`src/rtl/fp_div_sequencer_pkg.sv`:
```
// Shared types and constants for the single-precision divide sequencer.
// Holds operand classes, FSM states, flag bit positions and special-case resolution.
package fp_pkg;

    typedef enum logic [1:0] {FP_ZERO, FP_NORMAL, FP_INF, FP_NAN} fp_class_e;
    typedef enum logic [1:0] {S_IDLE, S_ISSUE, S_HOLD} state_e;

    localparam int NV = 3;
    localparam int DZ = 2;
    localparam int OF = 1;
    localparam int UF = 0;

    localparam logic [31:0] QNAN    = 32'h7FC0_0000;
    localparam logic [31:0] POS_INF = 32'h7F80_0000;
    localparam logic [7:0]  BIAS    = 8'd127;

    typedef struct packed {
        logic [31:0] res;
        logic [3:0]  flags;
        logic        use_div;
    } bypass_t;

    // First matching rule wins; use_div is set only when both operands are Normal.
    function automatic bypass_t classify_bypass(fp_class_e ca, fp_class_e cb, logic s);
        bypass_t r;
        r.res     = '0;
        r.flags   = '0;
        r.use_div = 1'b0;
        if (ca == FP_NAN || cb == FP_NAN) begin
            r.res       = QNAN;
            r.flags[NV] = 1'b1;
        end else if ((ca == FP_INF && cb == FP_INF) || (ca == FP_ZERO && cb == FP_ZERO)) begin
            r.res       = QNAN;
            r.flags[NV] = 1'b1;
        end else if (ca == FP_INF) begin
            r.res = {s, POS_INF[30:0]};
        end else if (cb == FP_INF) begin
            r.res = {s, 31'h0};
        end else if (ca == FP_ZERO) begin
            r.res = {s, 31'h0};
        end else if (cb == FP_ZERO) begin
            r.res       = {s, POS_INF[30:0]};
            r.flags[DZ] = 1'b1;
        end else begin
            r.use_div = 1'b1;
        end
        return r;
    endfunction

endpackage

```
`src/rtl/fp_div_sequencer_if.sv`:
```
// Operand and result valid/ready channels of the divide sequencer.
interface fp_div_sequencer_if;

    logic        in_valid;
    logic        in_ready;
    logic [31:0] in_a;
    logic [31:0] in_b;
    logic        out_valid;
    logic        out_ready;
    logic [31:0] out_res;
    logic [3:0]  out_flags;

    modport master (
        output in_valid, in_a, in_b, out_ready,
        input  in_ready, out_valid, out_res, out_flags
    );

    modport slave (
        input  in_valid, in_a, in_b, out_ready,
        output in_ready, out_valid, out_res, out_flags
    );

endinterface

```
`src/rtl/fp_div_sequencer_classify.sv`:
```
// Combinational IEEE-754 single-precision operand classifier; denormals read as Zero.
module fp_classify
    import fp_pkg::*;
(
    input  logic [31:0] val_i,
    output fp_class_e   class_o,
    output logic        sign_o
);

    logic [7:0]  exp;
    logic [22:0] man;

    assign exp    = val_i[30:23];
    assign man    = val_i[22:0];
    assign sign_o = val_i[31];

    always_comb begin
        class_o = FP_NORMAL;
        if (exp == 8'hFF) begin
            class_o = (man != 23'h0) ? FP_NAN : FP_INF;
        end else if (exp == 8'h00) begin
            class_o = FP_ZERO;
        end
    end

endmodule

```
`src/rtl/fp_div_sequencer.sv`:
```
// Issue/retire stage in front of a combinational divider: resolves special operands
// locally, issues ordinary pairs for one cycle, and holds cleaned results for the consumer.
module fp_div_sequencer
    import fp_pkg::*;
(
    input  logic                clk,
    input  logic                rst_n,
    fp_div_sequencer_if.slave   bus,
    output logic [31:0]         div_op_a_o,
    output logic [31:0]         div_op_b_o,
    output logic                div_en_o,
    input  logic [31:0]         div_res_i,
    input  logic                div_of_i,
    input  logic                div_uf_i,
    output logic [3:0]          sticky_flags_o,
    input  logic                clr_sticky_i,
    output logic [15:0]         op_count_o
);

    state_e      state_q, state_d;
    logic [31:0] op_a_q, op_a_d;
    logic [31:0] op_b_q, op_b_d;
    bypass_t     byp_q, byp_d;
    logic        sign_q, sign_d;
    logic [31:0] res_q, res_d;
    logic [3:0]  flags_q, flags_d;
    logic [3:0]  sticky_q, sticky_d;
    logic [15:0] count_q, count_d;

    fp_class_e   cls_a, cls_b;
    logic        sign_a, sign_b;
    logic        accept, retire;

    fp_classify u_class_a (.val_i(bus.in_a), .class_o(cls_a), .sign_o(sign_a));
    fp_classify u_class_b (.val_i(bus.in_b), .class_o(cls_b), .sign_o(sign_b));

    assign bus.in_ready  = rst_n & ((state_q == S_IDLE) | ((state_q == S_HOLD) & bus.out_ready));
    assign bus.out_valid = (state_q == S_HOLD);
    assign bus.out_res   = res_q;
    assign bus.out_flags = flags_q;

    assign accept = bus.in_valid & bus.in_ready;
    assign retire = (state_q == S_HOLD) & bus.out_ready;

    assign div_op_a_o     = op_a_q;
    assign div_op_b_o     = op_b_q;
    assign div_en_o       = (state_q == S_ISSUE) & byp_q.use_div;
    assign sticky_flags_o = sticky_q;
    assign op_count_o     = count_q;

    always_comb begin
        state_d  = state_q;
        op_a_d   = op_a_q;
        op_b_d   = op_b_q;
        byp_d    = byp_q;
        sign_d   = sign_q;
        res_d    = res_q;
        flags_d  = flags_q;
        sticky_d = sticky_q;
        count_d  = count_q;

        case (state_q)
            S_IDLE: begin
                if (accept) state_d = S_ISSUE;
            end
            S_ISSUE: begin
                state_d = S_HOLD;
                flags_d = byp_q.flags;
                res_d   = byp_q.res;
                // Divider overflow outranks underflow; its own divide-by-zero is never consulted.
                if (byp_q.use_div) begin
                    flags_d = '0;
                    res_d   = div_res_i;
                    if (div_of_i) begin
                        res_d       = {sign_q, POS_INF[30:0]};
                        flags_d[OF] = 1'b1;
                    end else if (div_uf_i) begin
                        res_d       = {sign_q, 31'h0};
                        flags_d[UF] = 1'b1;
                    end
                end
            end
            S_HOLD: begin
                if (bus.out_ready) state_d = bus.in_valid ? S_ISSUE : S_IDLE;
            end
            default: state_d = S_IDLE;
        endcase

        if (accept) begin
            byp_d  = classify_bypass(cls_a, cls_b, sign_a ^ sign_b);
            sign_d = sign_a ^ sign_b;
            if (byp_d.use_div) begin
                op_a_d = bus.in_a;
                op_b_d = bus.in_b;
            end
        end

        // A clear arriving with a retire keeps only the retiring flags.
        if (retire) begin
            sticky_d = clr_sticky_i ? flags_q : (sticky_q | flags_q);
            count_d  = count_q + 16'd1;
        end else if (clr_sticky_i) begin
            sticky_d = '0;
        end
    end

    always_ff @(posedge clk) begin
        if (!rst_n) begin
            state_q  <= S_IDLE;
            op_a_q   <= '0;
            op_b_q   <= '0;
            byp_q    <= '0;
            sign_q   <= 1'b0;
            res_q    <= '0;
            flags_q  <= '0;
            sticky_q <= '0;
            count_q  <= '0;
        end else begin
            state_q  <= state_d;
            op_a_q   <= op_a_d;
            op_b_q   <= op_b_d;
            byp_q    <= byp_d;
            sign_q   <= sign_d;
            res_q    <= res_d;
            flags_q  <= flags_d;
            sticky_q <= sticky_d;
            count_q  <= count_d;
        end
    end

endmodule
```
`src/flat_wrapper.sv`:
```
// flat-port wrapper written by rule: the top's interface ports become plain ports
module fp_div_sequencer_flat import fp_pkg::*;
  (clk, rst_n, div_op_a_o, div_op_b_o, div_en_o, div_res_i, div_of_i, div_uf_i, sticky_flags_o, clr_sticky_i, op_count_o, bus_in_valid, bus_in_a, bus_in_b, bus_out_ready, bus_in_ready, bus_out_valid, bus_out_res, bus_out_flags);
  fp_div_sequencer_if bus_i ();
  input  logic clk;
  input  logic rst_n;
  output logic [31:0] div_op_a_o;
  output logic [31:0] div_op_b_o;
  output logic div_en_o;
  input  logic [31:0] div_res_i;
  input  logic div_of_i;
  input  logic div_uf_i;
  output logic [3:0] sticky_flags_o;
  input  logic clr_sticky_i;
  output logic [15:0] op_count_o;
  input wire logic [$bits(bus_i.in_valid)-1:0] bus_in_valid;
  input wire logic [$bits(bus_i.in_a)-1:0] bus_in_a;
  input wire logic [$bits(bus_i.in_b)-1:0] bus_in_b;
  input wire logic [$bits(bus_i.out_ready)-1:0] bus_out_ready;
  output wire logic [$bits(bus_i.in_ready)-1:0] bus_in_ready;
  output wire logic [$bits(bus_i.out_valid)-1:0] bus_out_valid;
  output wire logic [$bits(bus_i.out_res)-1:0] bus_out_res;
  output wire logic [$bits(bus_i.out_flags)-1:0] bus_out_flags;
  assign bus_i.in_valid = bus_in_valid;
  assign bus_i.in_a = bus_in_a;
  assign bus_i.in_b = bus_in_b;
  assign bus_i.out_ready = bus_out_ready;
  assign bus_in_ready = bus_i.in_ready;
  assign bus_out_valid = bus_i.out_valid;
  assign bus_out_res = bus_i.out_res;
  assign bus_out_flags = bus_i.out_flags;
  fp_div_sequencer u_core (.clk(clk), .rst_n(rst_n), .bus(bus_i), .div_op_a_o(div_op_a_o), .div_op_b_o(div_op_b_o), .div_en_o(div_en_o), .div_res_i(div_res_i), .div_of_i(div_of_i), .div_uf_i(div_uf_i), .sticky_flags_o(sticky_flags_o), .clr_sticky_i(clr_sticky_i), .op_count_o(op_count_o));
endmodule
```
`config.mk`:
```
export PLATFORM = sky130hd
export DESIGN_NAME = fp_div_sequencer_flat
export DESIGN_NICKNAME = d
export VERILOG_FILES = /design/src/rtl/fp_div_sequencer_pkg.sv /design/src/rtl/fp_div_sequencer_if.sv /design/src/rtl/fp_div_sequencer_classify.sv /design/src/rtl/fp_div_sequencer.sv /design/src/flat_wrapper.sv
export SDC_FILE = /design/constraint.sdc
export NUM_CORES = 1
export LEC_CHECK = 0
export CAP_MARGIN = 20
export CORE_MARGIN = 4
export CORE_UTILIZATION = 55
export DETAILED_ROUTE_END_ITERATION = 8
export DONT_BUFFER_PORTS = 1
export GPL_TIMING_DRIVEN = 0
export PLACE_DENSITY = 0.73
export SYNTH_ARGS = -nofsm -noshare
export SYNTH_HDL_FRONTEND = slang
export SYNTH_SLANG_ARGS = --single-unit
```
`constraint.sdc`:
```
create_clock -name clk -period 1.85 [get_ports clk]
set_input_delay 0.37 -clock clk [delete_from_list [all_inputs] [get_ports clk]]
set_output_delay 0.37 -clock clk [all_outputs]
set_load 0.05 [all_outputs]
```
After elaboration in Yosys (flattened, before gate mapping)
Cells that the tools add are included.
Widths: inputs -> output; s select.
Cells by class
  bitwise operators: 7
  mux-type cells: 40
  reductions and logical operators: 14
  equal/unequal tests: 10
  $add $sub $neg: 1
Operators with widths (number)
  $mux 32: 8
  $reduce_bool 23->1: 2
  $mux 33: 1
  $mux 1: 22
  $add 16x1->16 const B: 1
  $eq 8x8->1 const B: 2
  $logic_not 8->1: 2
  $mux 4: 4
  $eq 2x2->1 const B: 5
  $mux 2: 4
  $logic_not 2->1: 3
  $pmux 2 s3: 1
  $and 1x1->1: 4
  $or 4x4->4: 1
  $reduce_and 2->1: 2
  $eq 2x1->1 const B: 1
  $logic_and 1x1->1: 2
  $logic_or 1x1->1: 2
  $ne 2x1->1 const B: 1
  $ne 2x2->1 const B: 1
  $reduce_bool 2->1: 1
  $or 1x1->1: 1
  $xor 1x1->1: 1
Storage, ports and cells
  output and inout bits: 123
  logic and storage cells: 83
  register bits after elaboration: 158
  input port bits: 103

Depth between registers and ports, before layout
  word-level depth: 12
  mapped depth: 7
  gate-level depth less buffers: 6

Modules after synthesis
Synthesis repeated with hierarchy kept, for this count alone.
Second synthesis, totals
  cell total of the unflattened synthesis: 539
  area, all modules: 5014.8 µm²
By module, submodules not included
  fp_div_sequencer: instances 1, cells each 509, sequential area each 2562.5 µm², area an instance 4807.1 µm²
  fp_classify: instances 2, cells each 15, sequential area each 0.0 µm², area an instance 103.8 µm²

Least setup slack after synthesis
Ideal clock, no wire load.
  kind: reg-to-reg
  start: register u_core.state_q[1]
  end: register u_core.count_q[2] (netlist: u_core.op_count_o[2])
  data required time: 1.735 ns
  arrival: 1.967 ns
  stages on the path, launching flop included: 7
  buffers on the path: 1
  setup time: 0.115 ns
  period minus slack after synthesis: 2.082 ns
  slack: -0.232 ns
  cells stage by stage: dfxtp_1 nor2b_1 and2_1 clkbuf_1 nand2_1 xnor2_1 and2_1
On the way
  cells in the longest elaborated chain, start to end: 2
RTL lines
  from (decl): line fp_div_sequencer.sv:20  | state_e state_q, state_d;
  from (signal assigned): line fp_div_sequencer.sv:119  | state_q <= state_d;
  $eq 2x2->1
  via bus_out_valid: line flat_wrapper.sv:21  | output wire logic [$bits(bus_i.out_valid)-1:0] bus_out_valid;
  $and 1x1->1: line fp_div_sequencer.sv:43  | assign retire = (state_q == S_HOLD) & bus.out_ready;
  to (signal assigned): line fp_div_sequencer.sv:127  | count_q <= count_d;
  to (decl): line fp_div_sequencer.sv:28  | logic [15:0] count_q, count_d;
The timed path passes the listed nets, and every way through them passes these cells.
A chain may end at the register's enable or synchronous reset.

Worst setup path in the final report
  start: register u_core.state_q[0]
  end: output div_en_o
On the way
  cells in the longest elaborated chain, start to end: 2
RTL lines
  $eq 2x1->1: line fp_div_sequencer.sv:47  | assign div_en_o = (state_q == S_ISSUE) & byp_q.use_div;
  $and 1x1->1: line fp_div_sequencer.sv:47
  to (decl): line flat_wrapper.sv:9  | output logic div_en_o;
No other way between the ends.

==> flow_summary.json <==
{
  "stdcell_area_sq_mm": 0.00691,
  "ys_async_sr_fraction_pct": 0,
  "placed_cell_area_sq_mm": 0.00563,
  "hold-path-cell-count": 2,
  "clockBufferDepth": 2,
  "outcome": "completed",
  "synth_cell_type_count": 42,
  "htreeDepth": 4,
  "min_period_ns": 1.83,
  "cts.sinks": 128,
  "path_clk_slew_ns": 0.06,
  "antenna_found_initial": 0,
  "hold_viol_final": 0,
  "setup_tns_ns": 0,
  "dieArea_sq_mm": 0.0116,
  "vias_per_cell": 6.06,
  "p_leak_uw": 0.00235,
  "min_path_type": "in -> reg",
  "syn-cell-area_sq_mm": 0.00545,
  "core_area_sq_mm": 0.00973,
  "rr_worst_depth": 6,
  "wl_per_cell_microns": 20.0,
  "grt_pass1_wl_microns": 25700,
  "syn_to_final_growth_pct": 26.9,
  "setup_viol": 0,
  "grt_max_degree": 20,
  "rsz0062_at_grt": "true",
  "layout_common_cells": "115 x dfxtp_1, 76 x o21ai_0, 69 x nand3_1",
  "worstPathMaxFanout": 7,
  "syn_avg_cell_area_sq_um": 8.94,
  "antenna_cells": 0,
  "synth_fp_nets": 713,
  "drv_slew": 0,
  "dp_slack_ns": -0.366,
  "worstPathArrival_ns": 1.46,
  "final_common_cell": "dfxtp_1",
  "cts_tree": "built",
  "dp_hpwl_microns": 11400,
  "p_total_uw": 7070,
  "worst_pin_slew_ns": 0.658,
  "dr.pass1.iters": 5,
  "yosysWarnings": 0,
  "final.setup_skew_ns": 0.00770,
  "synth_edf_count": 0,
  "ys.flop_type": "dfxtp_1",
  "pwr_density_cell_mw_per_mm2": 1020,
  "worstSetupEndpointType": "primary output",
  "yosysSeqAreaShare_pct": 47.0,
  "first_global_vias": 5072,
  "cp-start-kind": "flop",
  "place_congestion": 0.830,
  "peakVddDrop_v": 0.000607,
  "setup.worst_path.class": "reg -> out",
  "clk_latency_ns": 0.52,
  "drtIter0Drc": 453,
  "ys_seq_elements": 128,
  "reg2reg_slack_ns": 0.07,
  "vias": 5046,
  "nNetsFinal": 791,
  "io_pins": 226,
  "syn_inst": 609,
  "ant_nets": 0,
  "dieWidth_microns": 108,
  "finalWorstSetupSlack_ns": 0.0172,
  "drt-total-wl_microns": 16600,
  "slew-limit-headroom_pct": 56.1,
  "achievable-frequency_mhz": 546,
  "period_share_pct": 99.1,
  "num_rows": 36,
  "drive_above_1_share_pct": 11.3,
  "fp.dieH_microns": 108,
  "overflow": 0,
  "portBuffers": 0,
  "cts_root_buf": "clkbuf_8",
  "cap_violations": 0,
  "cts_buffers": 17,
  "hold-worst-slack_ns": 0.0190,
  "drc": 0,
  "start_util_pct": 56.0,
  "grtUsageTotal_pct": 28.2,
  "worstPathRequired_ns": 1.48
}
-- cell usage after synthesis, types with 2 or more instances --
master / n / area [sq um]
nor2b_1: 47 / 294
and2_1: 16 / 100
xor2_1: 3 / 26.3
nand3_1: 70 / 350
inv_1: 4 / 15.0
nor3_2: 2 / 20.0
clkbuf_1: 40 / 150
or2_2: 3 / 18.8
nand2_1: 24 / 90.1
nor2_1: 9 / 33.8
xnor2_1: 11 / 96.3
a21boi_0: 25 / 188
nand4_1: 10 / 62.6
buf_6: 6 / 67.6
nor4_1: 15 / 93.8
and3_1: 4 / 25.0
dfxtp_1: 128 / 2560
o21a_1: 3 / 22.5
nor3_1: 6 / 30.0
a22oi_1: 25 / 188
o21ai_0: 78 / 390
a21oi_1: 7 / 35.0
buf_2: 4 / 20.0
a21boi_1: 51 / 383
-- per-layer routing --
layer | vias to the layer above | track usage (%) | part of all wire [%]
met5 | - | 0 | 0
met4 | 0 | 11.8 | 2.7
met3 | 45 | 10.4 | 10
met2 | 269 | 48.5 | 51
met1 | 2391 | 31.2 | 37
li1 | 2341 | - | -
-- per-stage QoR --
stage | instances | utilization, %
2_1_floorplan | 609 | -
3_3_place_gp | 742 | 57.9
3_5_place_dp | 742 | 57.9
4_1_cts | 832 | 70.7
5_1_grt | 832 | 71.0
6_report | 832 | 71.0
-- path summary, 6_finish.rpt --
path | start | to
max | u_core.state_q[0] | div_en_o
min | div_res_i[9] | u_core.bus.out_res[9]
max reg2reg | u_core.op_count_o[0] | u_core.op_count_o[14]
min reg2reg | u_core.byp_q[3] | u_core.byp_q[3]
-- critical path, stage by stage, from the launching register on --
cell and delay, ns:
dfxtp_4 0.37, or2b_4 0.28, nor2_4 0.29
-- power by group --
| group | leakage, uW | switching [uW] | internal [uW] | total, uW |
|---|---|---|---|---|
| registers | 0.00105 | 327 | 2830 | 3160 |
| logic | 0.00102 | 244 | 241 | 484 |
| clock network | 0.000286 | 1250 | 2180 | 3430 |
-- sequential cells by signal, summed over array words and instances, names as in the netlist --
| signal | flops |
|---|---|
| u_core.div_op_b_o | 32 |
| u_core.sticky_flags_o | 4 |
| u_core.sign_q | 1 |
| u_core.state_q | 2 |
| u_core.op_count_o | 16 |
| u_core.bus.out_res | 32 |
| u_core.bus.out_flags | 4 |
| u_core.div_op_a_o | 32 |
| u_core.byp_q | 5 |
-- layout make-up --
cell class	instances	area (sq um)
Buffer	46	230
Clock buffer	17	414
Clock inverter	14	191
Fill cell	749	2820
Inverter	4	15.0
Multi-Input combinational cell	428	2690
Sequential cell	128	2590
Tap cell	133	166
Timing Repair Buffer	62	613
-- kinds of logic after synthesis --
group                    count (synthesis)  share of synthesized area [%]
multiplexers                             1                          0.184
adder cells (fa/ha/maj)                  1                          0.230
AND/OR/NAND/NOR                        217                           22.7
AO/OA/AOI/OAI                          194                           22.9
flip-flops                             128                           47.0
buffers and inverters                   54                           4.64
XOR/XNOR                                14                           2.25
-- timing repair --
action	4_1_cts	5_1_grt
buffers inserted	2	1
gates resized for setup	16	18
endpoints found under the setup margin	13	50
hold buffers	59	0
pin swaps	1	2
hold endpoints to repair	59	0
gates cloned	1	0
Note: power is estimated with default switching activity, not from simulation.
